**config.mk**
```make
export PLATFORM = sky130hd
export DESIGN_NAME = elink_trig_unroller_param
export DESIGN_NICKNAME = d
export VERILOG_FILES = /design/src/rtl/elink_trig_unroller_param.sv
export SDC_FILE = /design/constraint.sdc
export NUM_CORES = 1
export LEC_CHECK = 0
export ABC_AREA = 1
export CAP_MARGIN = 20
export CORE_MARGIN = 8
export CORE_UTILIZATION = 39
export DETAILED_ROUTE_END_ITERATION = 10
export GPL_TIMING_DRIVEN = 0
export PLACE_DENSITY = 0.65
export SLEW_MARGIN = 20
export SYNTH_ARGS = -nofsm -noshare
export SYNTH_HDL_FRONTEND = slang
export SYNTH_SLANG_ARGS = --single-unit
```
**constraint.sdc**
```tcl
create_clock -name clk -period 2.8 [get_ports clk]
set_input_delay 0.28 -clock clk [delete_from_list [all_inputs] [get_ports clk]]
set_output_delay 0.28 -clock clk [all_outputs]
set_load 0.01 [all_outputs]
```
**src/rtl/elink_trig_unroller_param.sv**
```systemverilog
// -----------------------------------------------------------------------------
// elink_trig_unroller_param
//
// Purpose:
//   Trigger e-link unroller placed after word alignment and before trigger-cell
//   routing. It hunts for a frame header in the qualified beat stream, collects
//   one full frame of N_TC trigger-cell payloads, then presents the payloads
//   as tagged words, one per cycle. Capture and drain are double-buffered, so
//   the next frame is collected while the previous one is still being sent.
//
// Ports:
//   clk             in   1       clock
//   reset           in   1       asynchronous, active-low reset
//   data_in         in   LINK_W  aligned e-link beat
//   data_in_valid   in   1       beat qualifier; unqualified beats are ignored
//   data_out        out  OUT_W   {1'b1, tc index, tc payload}
//   data_out_valid  out  1       data_out carries a new word this cycle
//   frame_done      out  1       one-cycle pulse after the last beat of a frame
//   overflow        out  1       one-cycle pulse when a frame replaced a drain
//                                that still had words left
//   frame_count     out  16      completed frames, wraps at 0xFFFF
// -----------------------------------------------------------------------------
module elink_trig_unroller_param #(
  parameter int              LINK_W = 8,
  parameter int              HDR_W  = 4,
  parameter logic [HDR_W-1:0] HDR   = 4'b1010,
  parameter int              TC_W   = 7,
  parameter int              N_TC   = 4,
  parameter int              IDX_W  = 2,
  localparam int             OUT_W  = 1 + IDX_W + TC_W
) (
  input  logic              clk,
  input  logic              reset,
  input  logic [LINK_W-1:0] data_in,
  input  logic              data_in_valid,
  output logic [OUT_W-1:0]  data_out,
  output logic              data_out_valid,
  output logic              frame_done,
  output logic              overflow,
  output logic [15:0]       frame_count
);

  localparam int PAY_W      = N_TC * TC_W;
  localparam int BEATS      = (HDR_W + PAY_W) / LINK_W;
  localparam int HEAD_PAY_W = LINK_W - HDR_W;
  localparam int BCNT_W     = $clog2(BEATS + 1);

  // Parameter legality is checked at elaboration.
  generate
    if (((HDR_W + PAY_W) % LINK_W) != 0) begin : g_bad_frame_len
      $error("elink_trig_unroller_param: HDR_W + N_TC*TC_W must be a multiple of LINK_W");
    end
    if (HDR_W >= LINK_W) begin : g_bad_hdr_w
      $error("elink_trig_unroller_param: HDR_W must be smaller than LINK_W");
    end
    if (N_TC < 2) begin : g_bad_n_tc
      $error("elink_trig_unroller_param: N_TC must be at least 2");
    end
    if (IDX_W != $clog2(N_TC)) begin : g_bad_idx_w
      $error("elink_trig_unroller_param: IDX_W must equal clog2(N_TC)");
    end
  endgenerate

  typedef enum logic {
    S_HUNT    = 1'b0,
    S_COLLECT = 1'b1
  } state_t;

  // Capture side
  state_t            r_state;
  state_t            w_state_next;
  logic [BCNT_W-1:0] r_beat;
  logic [BCNT_W-1:0] w_beat_next;
  logic [PAY_W-1:0]  r_acc;
  logic [PAY_W-1:0]  w_acc_next;
  logic              w_complete;
  logic              w_hdr_hit;
  int                w_base;

  // Drain side
  logic [PAY_W-1:0]  r_buf;
  logic [IDX_W-1:0]  r_idx;
  logic              r_active;   // a word from r_buf is due in the next cycle
  logic [TC_W-1:0]   w_tc [N_TC];
  logic [TC_W-1:0]   w_new_tc0;

  assign w_hdr_hit = (data_in[LINK_W-1 -: HDR_W] == HDR);

  // Beat b (b >= 1) lands right below the header-beat payload bits, MSB-first.
  assign w_base = PAY_W - 1 - HEAD_PAY_W - (int'(r_beat) - 1) * LINK_W;

  // Capture FSM: next-state, beat count and payload placement.
  always_comb begin
    w_state_next = r_state;
    w_beat_next  = r_beat;
    w_acc_next   = r_acc;
    w_complete   = 1'b0;
    if (data_in_valid) begin
      case (r_state)
        S_HUNT: begin
          if (w_hdr_hit) begin
            w_acc_next                          = '0;
            w_acc_next[PAY_W-1 -: HEAD_PAY_W]   = data_in[HEAD_PAY_W-1:0];
            w_beat_next                         = BCNT_W'(1);
            if (BEATS == 1) begin
              w_complete = 1'b1;
            end else begin
              w_state_next = S_COLLECT;
            end
          end
        end
        S_COLLECT: begin
          // Header-looking beats here are plain payload.
          w_acc_next[w_base -: LINK_W] = data_in;
          w_beat_next                  = r_beat + BCNT_W'(1);
          if (r_beat == BCNT_W'(BEATS - 1)) begin
            w_complete   = 1'b1;
            w_state_next = S_HUNT;
          end
        end
        default: begin
          w_state_next = S_HUNT;
        end
      endcase
    end
  end

  // TC k sits at the k-th TC_W slice counted from the payload MSB.
  genvar gi;
  generate
    for (gi = 0; gi < N_TC; gi++) begin : g_tc_slice
      assign w_tc[gi] = r_buf[PAY_W-1-gi*TC_W -: TC_W];
    end
  endgenerate

  assign w_new_tc0 = w_acc_next[PAY_W-1 -: TC_W];

  always_ff @(posedge clk or negedge reset) begin
    if (!reset) begin
      r_state        <= S_HUNT;
      r_beat         <= '0;
      r_acc          <= '0;
      r_buf          <= '0;
      r_idx          <= '0;
      r_active       <= 1'b0;
      data_out       <= '0;
      data_out_valid <= 1'b0;
      frame_done     <= 1'b0;
      overflow       <= 1'b0;
      frame_count    <= '0;
    end else begin
      r_state    <= w_state_next;
      r_beat     <= w_beat_next;
      r_acc      <= w_acc_next;
      frame_done <= w_complete;
      // The word already on data_out this cycle was delivered; anything still
      // pending in the old buffer is discarded.
      overflow   <= w_complete & r_active;

      if (w_complete) begin
        // New frame goes straight out: TC0 now, the rest from r_buf.
        frame_count    <= frame_count + 16'd1;
        r_buf          <= w_acc_next;
        data_out       <= {1'b1, {IDX_W{1'b0}}, w_new_tc0};
        data_out_valid <= 1'b1;
        r_idx          <= IDX_W'(1);
        r_active       <= 1'b1;
      end else if (r_active) begin
        data_out       <= {1'b1, r_idx, w_tc[r_idx]};
        data_out_valid <= 1'b1;
        r_idx          <= r_idx + IDX_W'(1);
        if (r_idx == IDX_W'(N_TC - 1)) begin
          r_active <= 1'b0;
        end
      end else begin
        // data_out deliberately holds its last word.
        data_out_valid <= 1'b0;
      end
    end
  end

endmodule

```
==> results of run 1 <==
==> final cells by class <==
type | count | area (um^2) | area share
Sequential cell | 92 | 2300 | 0.391
Buffer | 16 | 96.3 | 0.0164
Clock buffer | 11 | 233 | 0.0395
Timing Repair Buffer | 56 | 567 | 0.0962
Tap cell | 147 | 184 | 0.0312
Multi-Input combinational cell | 407 | 2170 | 0.369
Clock inverter | 5 | 60.1 | 0.0102
Inverter | 72 | 278 | 0.0472
==> cell usage after synthesis (4+ instances only) <==
| cell | n | area (um^2) |
|---|---|---|
| a21boi_0 | 10 | 75.1 |
| a21oi_1 | 6 | 30.0 |
| buf_2 | 5 | 25.0 |
| clkbuf_1 | 7 | 26.3 |
| dfrtp_1 | 92 | 2300 |
| ha_1 | 9 | 113 |
| inv_1 | 68 | 255 |
| nand2_1 | 217 | 815 |
| nand3_1 | 49 | 245 |
| nand4_1 | 6 | 37.5 |
| nor2_1 | 31 | 116 |
| nor2_2 | 4 | 25.0 |
| nor3_1 | 10 | 50.1 |
| o21ai_0 | 20 | 100 |
| o21bai_1 | 4 | 30.0 |
| o22ai_1 | 4 | 25.0 |
| xnor2_1 | 5 | 43.8 |
| xor2_1 | 10 | 87.6 |
==> worst min path at each step <==
| stage | startpoint | endpoint | slack, ns | cells past startpoint |
|---|---|---|---|---|
| after floorplan | reset | data_out[0] | -0.02 | 0 |
| after detailed placement | reset | r_acc[27] | 0.17 | 1 |
| after global placement | data_out[9] | data_out[9] | 0.45 | 1 |
| after CTS | reset | r_state | 0.37 | 2 |
| final | reset | r_state | 0.37 | 2 |
| after global routing | reset | r_acc[24] | 0.39 | 2 |
==> worst max-delay path, delay by kind of cell, from the launching register on <==
| family | cells | cell delay, ns |
|---|---|---|
| buffers and inverters | 6 | 0.59 |
| adders and majority gates | 2 | 0.56 |
| DFF | 1 | 0.37 |
| and+or+nand+nor | 11 | 1.03 |
==> power groups by stage <==
stage / clock network, mW / logic [mW] / registers, mW
floorplan: 0 / 1.41 / 1.72
CTS: 1.24 / 2.19 / 1.69
global placement: 0 / 1.99 / 1.70
global route: 1.29 / 2.79 / 1.73
finish: 1.23 / 2.52 / 1.71
detailed placement: 0 / 2.07 / 1.71
==> flip-flops by register name (all words and copies together), names as in the netlist <==
name	count
overflow	1
data_out_valid	1
r_idx	2
frame_done	1
r_state	1
r_buf	28
frame_count	16
r_acc	28
data_out	10
r_active	1
r_beat	3
==> layer usage <==
| layer | up-vias | part of all wire | GRT usage |
|---|---|---|---|
| met5 | - | 0 | 0 |
| met4 | 0 | 0.016 | 0.0616 |
| met3 | 14 | 0.033 | 0.0314 |
| met2 | 77 | 0.51 | 0.271 |
| met1 | 1948 | 0.44 | 0.189 |
| li1 | 1980 | - | - |
==> cell families after synthesis <==
| family | Yosys count | share of synthesized area |
|---|---|---|
| adders and majority gates | 9 | 0.0241 |
| DFF | 92 | 0.493 |
| AOI/OAI and AO/OA | 49 | 0.0654 |
| and+or+nand+nor | 333 | 0.315 |
| buffers and inverters | 88 | 0.0737 |
| xor gates and xnor gates | 15 | 0.0281 |
==> repair_timing <==
item | in CTS | in global routing
hold buffers | 1 | 0
buffers inserted | 6 | 9
pin swaps | 5 | 6
gates cloned | 0 | 1
gates resized for setup | 11 | 25
hold endpoints to repair | 25 | 0
setup endpoints to repair | 63 | 56
==> results.tsv, run 1 <==
metric	value	unit
status	completed	
core area	11900	um^2
Pint	3.20	mW
total CTS buffers	9	
fmax	0.370	GHz
WL per Instance	15.1	um
initial antenna violation count	0	
synth warn	0	
final cell count without fillers	806	
max_cap viols	0	
Hold WC Path Type	input pin to async pin	
Crit path top cell by count	nand2_1	
setup tns final	0	ns
Final setup viols	0	
fillers	1104	
post-route cell area	5890	um^2
Peak VDD IR	377	uV
Power Density	925	nW/um^2
Post-synth EDFFs	0	
number of inserted diodes	0	
clk sinks	92	
Slew Limit Headroom	0.654	
hold slack final	0.366	ns
worst flop-to-flop path endpoint	r_buf[12]	
Initial Util	0.394	
level count of the clock H-tree	3	
CTS Buffer Depth	2	
worst r2r path cells	19	
final hold vios	0	
crit path from	r_beat[0]	
drt first-iter violations	300	
dpl cells	773	
worst-margin pin slew	0.519	ns
I/O Buffers	39	
WP data arrival	2.93	ns
CTS tree	yes	
critical path type	flop to flop	
post-route antenna net violation count	0	
Critical Path Fanout Max	5	
register clock-pin slew on the reported worst setup and hold paths	0.07	ns
cells after synthesis	586	
Net Switching	2.25	mW
Synth Flop Type	dfrtp_1	
fraction of layout cells with a size suffix above 1	0.120	
sequential share of the synthesized area	0.493	
CP Cell Sequence	buf_6 > inv_2 > buf_8 > buf_8 > ha_4 > inv_4 > nand2_4 > nand3_4 > ha_4 > nand4_1 > nor2_4 > buf_12 > nand3_4 > nand2_4 > nand2_4 > nand2_1 > nand2_1 > nand2_1 > nand2_1	
Comb pwr share	0.462	
final worst-path cycle share	0.965	
I/O pin cnt	40	
DP Worst Slack	-0.451	ns
FF+latch count, synth	92	
Clk pwr share	0.225	
Critical Path Start Type	flop	
syn_nets	606	
leakage	3.05	nW
Post-Syn Area	4670	um^2
Clk Latency, worst-skew pair	0.34	ns
most common cell after layout, fill and taps aside	nand2_1	
die area	15700	um^2
drt pass-1 iters	5	
Setup crit end	r_buf[12]	
die width	125	um
vias in the first global route	4063	
final setup margin	0.0994	ns
synth-to-layout area growth	26.2	%
fin. max-slew vios	0	
final core utilization	0.497	
clk root buf	clkbuf_16	
Die Ht	125	um
DRT Wirelength	12200	um
Tmin final	2.70	ns
ys async rst share	1.00	
GR Overflow Total	0	
dpl hpwl	8710	um
drc violations	0	
Power, Total	5.45	mW
slowest stage delay, CP	0.37	ns
Critical Path RT	3.03	ns
most frequent cells in the layout	nand2_1, dfrtp_1, inv_1	
largest net degree at the start of global routing	68	
via-per-instance ratio	4.99	
placed standard-cell area	5280	um^2
Unique masters post-synth	36	
gpl congestion	0.874	
critical path capture point type	flop	
Reg power frac	0.313	
clock skew	0.00999	ns
NumNets Final	674	
GRT Resource Usage Total	0.157	
syn avg cell area	7.97	um^2
Critical-path top delay cell	dfrtp_1	
RR Startpoint	r_beat[0]	
via count	4019	
Rows	40	
Sw Share	0.413	
Reg2Reg Setup Slack	0.1	ns
RSZ-0062 raised after global routing	yes	
first-pass GRT wire length	20000	um
Note: power is estimated with default switching activity, not from simulation.
==> run 2, diff against run 1 <==
--- a/config.mk
+++ b/config.mk
@@ -6,7 +6,6 @@
 export NUM_CORES = 1
 export LEC_CHECK = 0
 export ABC_AREA = 1
-export CAP_MARGIN = 20
 export CORE_MARGIN = 8
 export CORE_UTILIZATION = 39
 export DETAILED_ROUTE_END_ITERATION = 10
==> results of run 2 <==
No change in the layout: final DEF, timing and power equal those of run 1.
==> run 3, diff against run 2 <==
--- a/config.mk
+++ b/config.mk
@@ -11,7 +11,7 @@
 export DETAILED_ROUTE_END_ITERATION = 10
 export GPL_TIMING_DRIVEN = 0
 export PLACE_DENSITY = 0.65
-export SLEW_MARGIN = 20
+export SLEW_MARGIN = 25
 export SYNTH_ARGS = -nofsm -noshare
 export SYNTH_HDL_FRONTEND = slang
 export SYNTH_SLANG_ARGS = --single-unit
==> results of run 3 <==
No change in the layout: final DEF, timing and power equal those of run 1.
